## config.mk

```make
export PLATFORM = sky130hd
export DESIGN_NAME = logic_unit_arbiter_flat
export DESIGN_NICKNAME = d
export VERILOG_FILES = /design/src/rtl/logic_unit_arbiter_if.sv /design/src/rtl/logic_unit_arbiter.sv /design/src/flat_wrapper.sv
export SDC_FILE = /design/constraint.sdc
export NUM_CORES = 1
export LEC_CHECK = 0
export ABC_AREA = 1
export CORE_ASPECT_RATIO = 1.75
export CORE_MARGIN = 4
export CORE_UTILIZATION = 30
export CTS_BUF_LIST = sky130_fd_sc_hd__clkbuf_8
export DETAILED_ROUTE_END_ITERATION = 8
export PLACE_DENSITY = 0.57
export SKIP_CTS_REPAIR_TIMING = 1
export SLEW_MARGIN = 5
export SYNTH_ARGS = -nofsm -noshare
export SYNTH_HDL_FRONTEND = slang
export SYNTH_SLANG_ARGS = --single-unit
```

## constraint.sdc

```tcl
create_clock -name clk -period 1.7 [get_ports clk]
set_input_delay 0.34 -clock clk [delete_from_list [all_inputs] [get_ports clk]]
set_output_delay 0.34 -clock clk [all_outputs]
set_load 0.05 [all_outputs]
```

## src/rtl/logic_unit_arbiter_if.sv

```systemverilog
`default_nettype none
// ============================================================================
// Module   : logic_unit_arbiter_if
// Brief    : Requester, logic-unit and response buses of logic_unit_arbiter.
//            slave  = arbiter view, master = environment view.
// Revision : 1.0 - initial release
// ============================================================================
interface logic_unit_arbiter_if;
  // Requester 0
  logic       req0_valid;
  logic       req0_ready;
  logic [3:0] req0_x;
  logic [3:0] req0_y;
  logic [1:0] req0_mode;
  logic       req0_of;
  // Requester 1
  logic       req1_valid;
  logic       req1_ready;
  logic [3:0] req1_x;
  logic [3:0] req1_y;
  logic [1:0] req1_mode;
  logic       req1_of;
  // Shared logic unit
  logic [3:0] lu_x;
  logic [3:0] lu_y;
  logic [1:0] lu_mode;
  logic       lu_of;
  logic [8:0] lu_out;
  // Response
  logic       rsp_valid;
  logic       rsp_ready;
  logic [8:0] rsp_data;
  logic       rsp_id;

  modport slave (
    input  req0_valid, req0_x, req0_y, req0_mode, req0_of,
    output req0_ready,
    input  req1_valid, req1_x, req1_y, req1_mode, req1_of,
    output req1_ready,
    output lu_x, lu_y, lu_mode, lu_of,
    input  lu_out,
    output rsp_valid, rsp_data, rsp_id,
    input  rsp_ready
  );

  modport master (
    output req0_valid, req0_x, req0_y, req0_mode, req0_of,
    input  req0_ready,
    output req1_valid, req1_x, req1_y, req1_mode, req1_of,
    input  req1_ready,
    input  lu_x, lu_y, lu_mode, lu_of,
    output lu_out,
    input  rsp_valid, rsp_data, rsp_id,
    output rsp_ready
  );
endinterface
`default_nettype wire

```

## src/rtl/logic_unit_arbiter.sv

```systemverilog
`default_nettype none
// ============================================================================
// Module   : logic_unit_arbiter
// Brief    : Two-requester scheduler for one shared combinational logic unit.
//            Accepts one operation, holds operands on the unit for
//            HOLD_CYCLES (1..15) cycles, then returns the sampled result
//            tagged with the requester ID.
//            Define LOGIC_ARB_RR_EN for round-robin arbitration; otherwise
//            requester 0 has fixed priority.
// Revision : 1.0 - initial release
// ============================================================================
module logic_unit_arbiter #(
  parameter int HOLD_CYCLES = 1
) (
  input  logic                  clk,
  input  logic                  rst_n,
  logic_unit_arbiter_if.slave   bus
);

  typedef enum logic [1:0] {
    IDLE  = 2'd0,
    ISSUE = 2'd1,
    RESP  = 2'd2
  } state_t;

  // Counter reload: the result is sampled on the cycle the counter hits 0.
  localparam logic [3:0] c_hold_load = 4'(HOLD_CYCLES - 1);

  state_t     r_state;
  state_t     w_state_next;
  logic [3:0] r_cnt;
  logic       r_id;
  logic       w_grant0;
  logic       w_grant1;
  logic       w_accept;
  logic       w_capture;
  logic       w_release;

`ifdef LOGIC_ARB_RR_EN
  // 1 = requester 1 was granted last; reset value lets requester 0 win first.
  logic r_last_grant;

  // Round-robin grant: on contention the requester not served last wins.
  always_comb begin
    w_grant0 = bus.req0_valid;
    w_grant1 = bus.req1_valid;
    if (bus.req0_valid && bus.req1_valid) begin
      w_grant0 = r_last_grant;
      w_grant1 = ~r_last_grant;
    end
  end

  // Pointer moves only on an accepted handshake.
  always_ff @(posedge clk or negedge rst_n) begin
    if (!rst_n) begin
      r_last_grant <= 1'b1;
    end else if (w_accept) begin
      r_last_grant <= w_grant1;
    end
  end
`else
  // Fixed priority grant: requester 0 always beats requester 1.
  always_comb begin
    w_grant0 = bus.req0_valid;
    w_grant1 = bus.req1_valid & ~bus.req0_valid;
  end
`endif

  // FSM state register.
  always_ff @(posedge clk or negedge rst_n) begin
    if (!rst_n) begin
      r_state <= IDLE;
    end else begin
      r_state <= w_state_next;
    end
  end

  // Next-state, ready outputs and datapath strobes.
  always_comb begin
    w_state_next   = r_state;
    w_accept       = 1'b0;
    w_capture      = 1'b0;
    w_release      = 1'b0;
    bus.req0_ready = 1'b0;
    bus.req1_ready = 1'b0;
    case (r_state)
      IDLE: begin
        // rst_n gating keeps both readys low while reset is held.
        bus.req0_ready = w_grant0 & rst_n;
        bus.req1_ready = w_grant1 & rst_n;
        if (w_grant0 || w_grant1) begin
          w_accept     = 1'b1;
          w_state_next = ISSUE;
        end
      end
      ISSUE: begin
        if (r_cnt == 4'd0) begin
          w_capture    = 1'b1;
          w_state_next = RESP;
        end
      end
      RESP: begin
        if (bus.rsp_ready) begin
          w_release    = 1'b1;
          w_state_next = IDLE;
        end
      end
      default: w_state_next = IDLE;
    endcase
  end

  // Operand latch, requester ID and hold counter.
  always_ff @(posedge clk or negedge rst_n) begin
    if (!rst_n) begin
      bus.lu_x    <= 4'd0;
      bus.lu_y    <= 4'd0;
      bus.lu_mode <= 2'd0;
      bus.lu_of   <= 1'b0;
      r_id        <= 1'b0;
      r_cnt       <= 4'd0;
    end else if (w_accept) begin
      if (w_grant0) begin
        bus.lu_x    <= bus.req0_x;
        bus.lu_y    <= bus.req0_y;
        bus.lu_mode <= bus.req0_mode;
        bus.lu_of   <= bus.req0_of;
      end else begin
        bus.lu_x    <= bus.req1_x;
        bus.lu_y    <= bus.req1_y;
        bus.lu_mode <= bus.req1_mode;
        bus.lu_of   <= bus.req1_of;
      end
      r_id  <= w_grant1;
      r_cnt <= c_hold_load;
    end else if (r_state == ISSUE && r_cnt != 4'd0) begin
      r_cnt <= r_cnt - 4'd1;
    end
  end

  // Response register: captures the unit output verbatim and holds it
  // until the consumer takes it.
  always_ff @(posedge clk or negedge rst_n) begin
    if (!rst_n) begin
      bus.rsp_valid <= 1'b0;
      bus.rsp_data  <= 9'd0;
      bus.rsp_id    <= 1'b0;
    end else if (w_capture) begin
      bus.rsp_valid <= 1'b1;
      bus.rsp_data  <= bus.lu_out;
      bus.rsp_id    <= r_id;
    end else if (w_release) begin
      bus.rsp_valid <= 1'b0;
    end
  end

endmodule
`default_nettype wire

```

## src/flat_wrapper.sv

```systemverilog
// flat-port wrapper written by rule: the top's interface ports become plain ports
module logic_unit_arbiter_flat 
#(
  parameter int HOLD_CYCLES = 1
)
  (clk, rst_n, bus_req0_valid, bus_req0_x, bus_req0_y, bus_req0_mode, bus_req0_of, bus_req0_ready, bus_req1_valid, bus_req1_x, bus_req1_y, bus_req1_mode, bus_req1_of, bus_req1_ready, bus_lu_x, bus_lu_y, bus_lu_mode, bus_lu_of, bus_lu_out, bus_rsp_valid, bus_rsp_data, bus_rsp_id, bus_rsp_ready);
  logic_unit_arbiter_if bus_i ();
  input  logic clk;
  input  logic rst_n;
  input wire logic [$bits(bus_i.req0_valid)-1:0] bus_req0_valid;
  input wire logic [$bits(bus_i.req0_x)-1:0] bus_req0_x;
  input wire logic [$bits(bus_i.req0_y)-1:0] bus_req0_y;
  input wire logic [$bits(bus_i.req0_mode)-1:0] bus_req0_mode;
  input wire logic [$bits(bus_i.req0_of)-1:0] bus_req0_of;
  output wire logic [$bits(bus_i.req0_ready)-1:0] bus_req0_ready;
  input wire logic [$bits(bus_i.req1_valid)-1:0] bus_req1_valid;
  input wire logic [$bits(bus_i.req1_x)-1:0] bus_req1_x;
  input wire logic [$bits(bus_i.req1_y)-1:0] bus_req1_y;
  input wire logic [$bits(bus_i.req1_mode)-1:0] bus_req1_mode;
  input wire logic [$bits(bus_i.req1_of)-1:0] bus_req1_of;
  output wire logic [$bits(bus_i.req1_ready)-1:0] bus_req1_ready;
  output wire logic [$bits(bus_i.lu_x)-1:0] bus_lu_x;
  output wire logic [$bits(bus_i.lu_y)-1:0] bus_lu_y;
  output wire logic [$bits(bus_i.lu_mode)-1:0] bus_lu_mode;
  output wire logic [$bits(bus_i.lu_of)-1:0] bus_lu_of;
  input wire logic [$bits(bus_i.lu_out)-1:0] bus_lu_out;
  output wire logic [$bits(bus_i.rsp_valid)-1:0] bus_rsp_valid;
  output wire logic [$bits(bus_i.rsp_data)-1:0] bus_rsp_data;
  output wire logic [$bits(bus_i.rsp_id)-1:0] bus_rsp_id;
  input wire logic [$bits(bus_i.rsp_ready)-1:0] bus_rsp_ready;
  assign bus_i.req0_valid = bus_req0_valid;
  assign bus_i.req0_x = bus_req0_x;
  assign bus_i.req0_y = bus_req0_y;
  assign bus_i.req0_mode = bus_req0_mode;
  assign bus_i.req0_of = bus_req0_of;
  assign bus_req0_ready = bus_i.req0_ready;
  assign bus_i.req1_valid = bus_req1_valid;
  assign bus_i.req1_x = bus_req1_x;
  assign bus_i.req1_y = bus_req1_y;
  assign bus_i.req1_mode = bus_req1_mode;
  assign bus_i.req1_of = bus_req1_of;
  assign bus_req1_ready = bus_i.req1_ready;
  assign bus_lu_x = bus_i.lu_x;
  assign bus_lu_y = bus_i.lu_y;
  assign bus_lu_mode = bus_i.lu_mode;
  assign bus_lu_of = bus_i.lu_of;
  assign bus_i.lu_out = bus_lu_out;
  assign bus_rsp_valid = bus_i.rsp_valid;
  assign bus_rsp_data = bus_i.rsp_data;
  assign bus_rsp_id = bus_i.rsp_id;
  assign bus_i.rsp_ready = bus_rsp_ready;
  logic_unit_arbiter #(.HOLD_CYCLES(HOLD_CYCLES)) u_core (.clk(clk), .rst_n(rst_n), .bus(bus_i));
endmodule
```

==> run_results.csv <==
group,metric,value,unit
synthesis,ys_warn_count,0,
floorplan,num_rows,32,
sta,relSlewSlack,75.4,%
sta,fin_crit_sh,94.9,%
power_and_ir_drop,report.power.total,4170,uW
synthesis,netlist_top_cells_count,"nand2_1, dfrtp_1, inv_1",
synthesis,syn_inst,152,
floorplan,start_util,31.0,%
cells_and_area,multi_input_area,548,sq um
placement,io_buffer_count,59,
power_and_ir_drop,irDropWorstVdd,1.00,mV
synthesis,synth_edf_count,0,
synthesis,synth-seq-cells,29,
placement,place_hpwl,2.57,mm
detailed_routing,drc,0,
floorplan,die_h,97.6,um
synthesis,synth-async-reset-ratio,100,%
detailed_routing,first_pass_iters,4,
global_route,grt_util_all_layers,12.4,%
min_path,hold_class,"in -> async",
global_route,antenna_found_initial,0,
clock_network,cts_buffers,5,
cells_and_area,area_growth,53.7,%
placement,place.gp.congestion,0.688,
sta,slew_violations,0,
synthesis,ys_top_cells_by_area,"dfrtp_1, nand2_1, o21ai_0",
sta,setup_slack,0.0860,ns
power_and_ir_drop,leakagePower,0.00103,uW
setup_path,required,1.36,ns
cells_and_area,layout.area.seq,726,sq um
cells_and_area,drive_above_1_share,24.2,%
detailed_routing,post_drt_wl_per_cell,12.1,um
run,cap_violations,0,
power_and_ir_drop,powerDensity,1970,nW/um^2
global_route,grt_max_degree,30,
clock_network,cts_htree_levels,2,
synthesis,synth_top_area_cell,"dfrtp_1",
cells_and_area,fill_cells,449,
clock_network,clkLatencyLatePin,0.28,ns
clock_network,root_buffer,"clkbuf_8",
synthesis,yosysSeqAreaShare,52.7,%
synthesis,synth_most_common_cell,"nand2_1",
synthesis,synth_ff_type,"dfrtp_1",
setup_path,crit_type,"in -> out",
setup_path,start_kind,"primary input",
setup_path,arrival,1.27,ns
synthesis,avgSynthCellArea,9.05,sq um
detailed_routing,postRouteAntennaNets,0,
setup_path,critical_path.endpoint_type,"output port",
global_route,grt_pass1_wl,5.42,mm
detailed_routing,dr.first_iter.drc_count,38,
detailed_routing,detail_route.wirelength,3.28,mm
setup_path,critPathMaxFanout,2,
global_route,grt_pass1_vias,1240,
synthesis,synth.distinct_cells,24,
setup_path,r2r_slack,0.42,ns
sta,tightest_slew,0.369,ns
placement,dp_worst_setup_slack,-0.0252,ns
run_status,status,"completed",
global_route,overflow,0,
floorplan,core,4440,sq um
sta,finalCriticalPeriod,1.61,ns
synthesis,syn_area,1380,sq um
sta,grt_setup_unrepaired,"false",
synthesis,syn-num-nets,190,
sta,fmax,0.620,GHz
synthesis,synth_top_area_share,52.7,%
detailed_routing,routed_via_density,4.63,
sta,final_hold_viol_count,0,
floorplan,ios,60,
cells_and_area,num_antenna_cells,0,
floorplan,die_x,59.2,um
clock_network,clock_path_buffers,2,
clock_network,cts_sinks,29,
sta,setup_viol_count_final,0,
floorplan,dieArea,5780,sq um
cells_and_area,nets,257,
detailed_routing,num_vias,1250,
clock_network,cts_tree,"built",
clock_network,clk_pin_slew,0.06,ns
sta,worst_clock_skew,0.00228,ns
-- layout make-up --
cell class / instances / share of cell area [%]
Clock inverter: 1 / 0.177
Multi-Input combinational cell: 97 / 25.9
Inverter: 19 / 3.37
Clock buffer: 6 / 3.90
Tap cell: 51 / 3.02
Sequential cell: 29 / 34.3
Timing Repair Buffer: 67 / 29.3
-- layer usage --
| metal | global-route usage, % | share of wire [%] | wire length [um] | vias to the layer above |
|---|---|---|---|---|
| met1 | 12.3 | 34 | 1130 | 582 |
| met4 | 5.76 | 1.6 | 51 | 0 |
| met2 | 21.7 | 56 | 1840 | 41 |
| met3 | 4.39 | 7.7 | 251 | 4 |
| met5 | 0 | 0 | 0 | - |
| li1 | - | - | - | 623 |
-- final timing paths --
path | startpoint | end | depth (start not counted)
min in group clk | u_core.bus.rsp_data[5]$_DFFE_PN0P_ | u_core.bus.rsp_data[5]$_DFFE_PN0P_ | 2
max in group asynchronous | rst_n | u_core.bus.rsp_data[0]$_DFFE_PN0P_ | 2
setup / recovery | bus_req1_valid | bus_req1_ready | 4
hold reg to reg | u_core.bus.rsp_data[5]$_DFFE_PN0P_ | u_core.bus.rsp_data[5]$_DFFE_PN0P_ | 2
hold / removal | rst_n | u_core.bus.rsp_data[2]$_DFFE_PN0P_ | 2
setup reg to reg | u_core.r_cnt[0]$_DFFE_PN0P_ | u_core.bus.rsp_data[8]$_DFFE_PN0P_ | 6
-- through the flow --
stage / instance area, sq um / hold slack (ns) / TNS [ns] / util, % / std cells
final: 2120 / 0.200 / 0 / 47.6 / 270
after global routing: 2120 / 0.238 / 0 / 47.6 / 270
after CTS: 2090 / 0.487 / -0.0973 / 46.9 / 269
after detailed placement: 2000 / 0.472 / -0.0587 / 45.0 / 262
after global placement: 2000 / 0.470 / -0.0446 / 45.0 / 262
after floorplan: 1390 / 0.0444 / 0 / - / 152
-- power by group --
group	leakage (uW)	switching, uW	internal [uW]
registers	0.000356	185	1020
clock network	0.0000485	242	314
logic	0.000621	1620	782
total	0.00103	2050	2120
-- registers in the layout, indices dropped and copies added, names as in the netlist --
register / flops
u_core.bus.rsp_data: 9
u_core.bus.lu_x: 4
u_core.bus.lu_y: 4
u_core.r_cnt: 4
u_core.bus.lu_mode: 2
u_core.r_state: 2
u_core.bus.lu_of: 1
u_core.bus.rsp_id: 1
u_core.bus.rsp_valid: 1
u_core.r_id: 1
-- critical path, stage by stage --
cell,delay (ns)
clkdlybuf4s50_1,0.49
nand2_1,0.11
nor3_4,0.17
buf_12,0.16
-- kinds of logic (layout without fill, tap and decap cells) --
logic type	after synthesis	count (layout)	synth area share, %
AND/OR/NAND/NOR	55	55	19.2
XOR/XNOR	1	1	0.636
adder cells (fa/ha/maj)	2	2	1.82
AO/OA/AOI/OAI	39	39	16.2
buffers and inverters	26	93	9.45
flip-flops	29	29	52.7
-- cell usage in the layout, fill, tap and decap left out, drive strengths merged --
cell | netlist | layout
clkbuf | 1 | 6
buf | 6 | 32
clkdlybuf4s50 | 0 | 33
a22oi | 1 | 1
o31ai | 1 | 1
nor3 | 2 | 2
or2 | 11 | 11
a21oi | 1 | 1
nand4 | 1 | 1
nor3b | 1 | 1
inv | 19 | 20
nor2 | 3 | 3
o21ai | 36 | 36
ha | 2 | 2
dlymetal6s2s | 0 | 2
dfrtp | 29 | 29
xor2 | 1 | 1
nand3 | 7 | 7
nand2 | 30 | 30
Note: power is estimated with default switching activity, not from simulation.
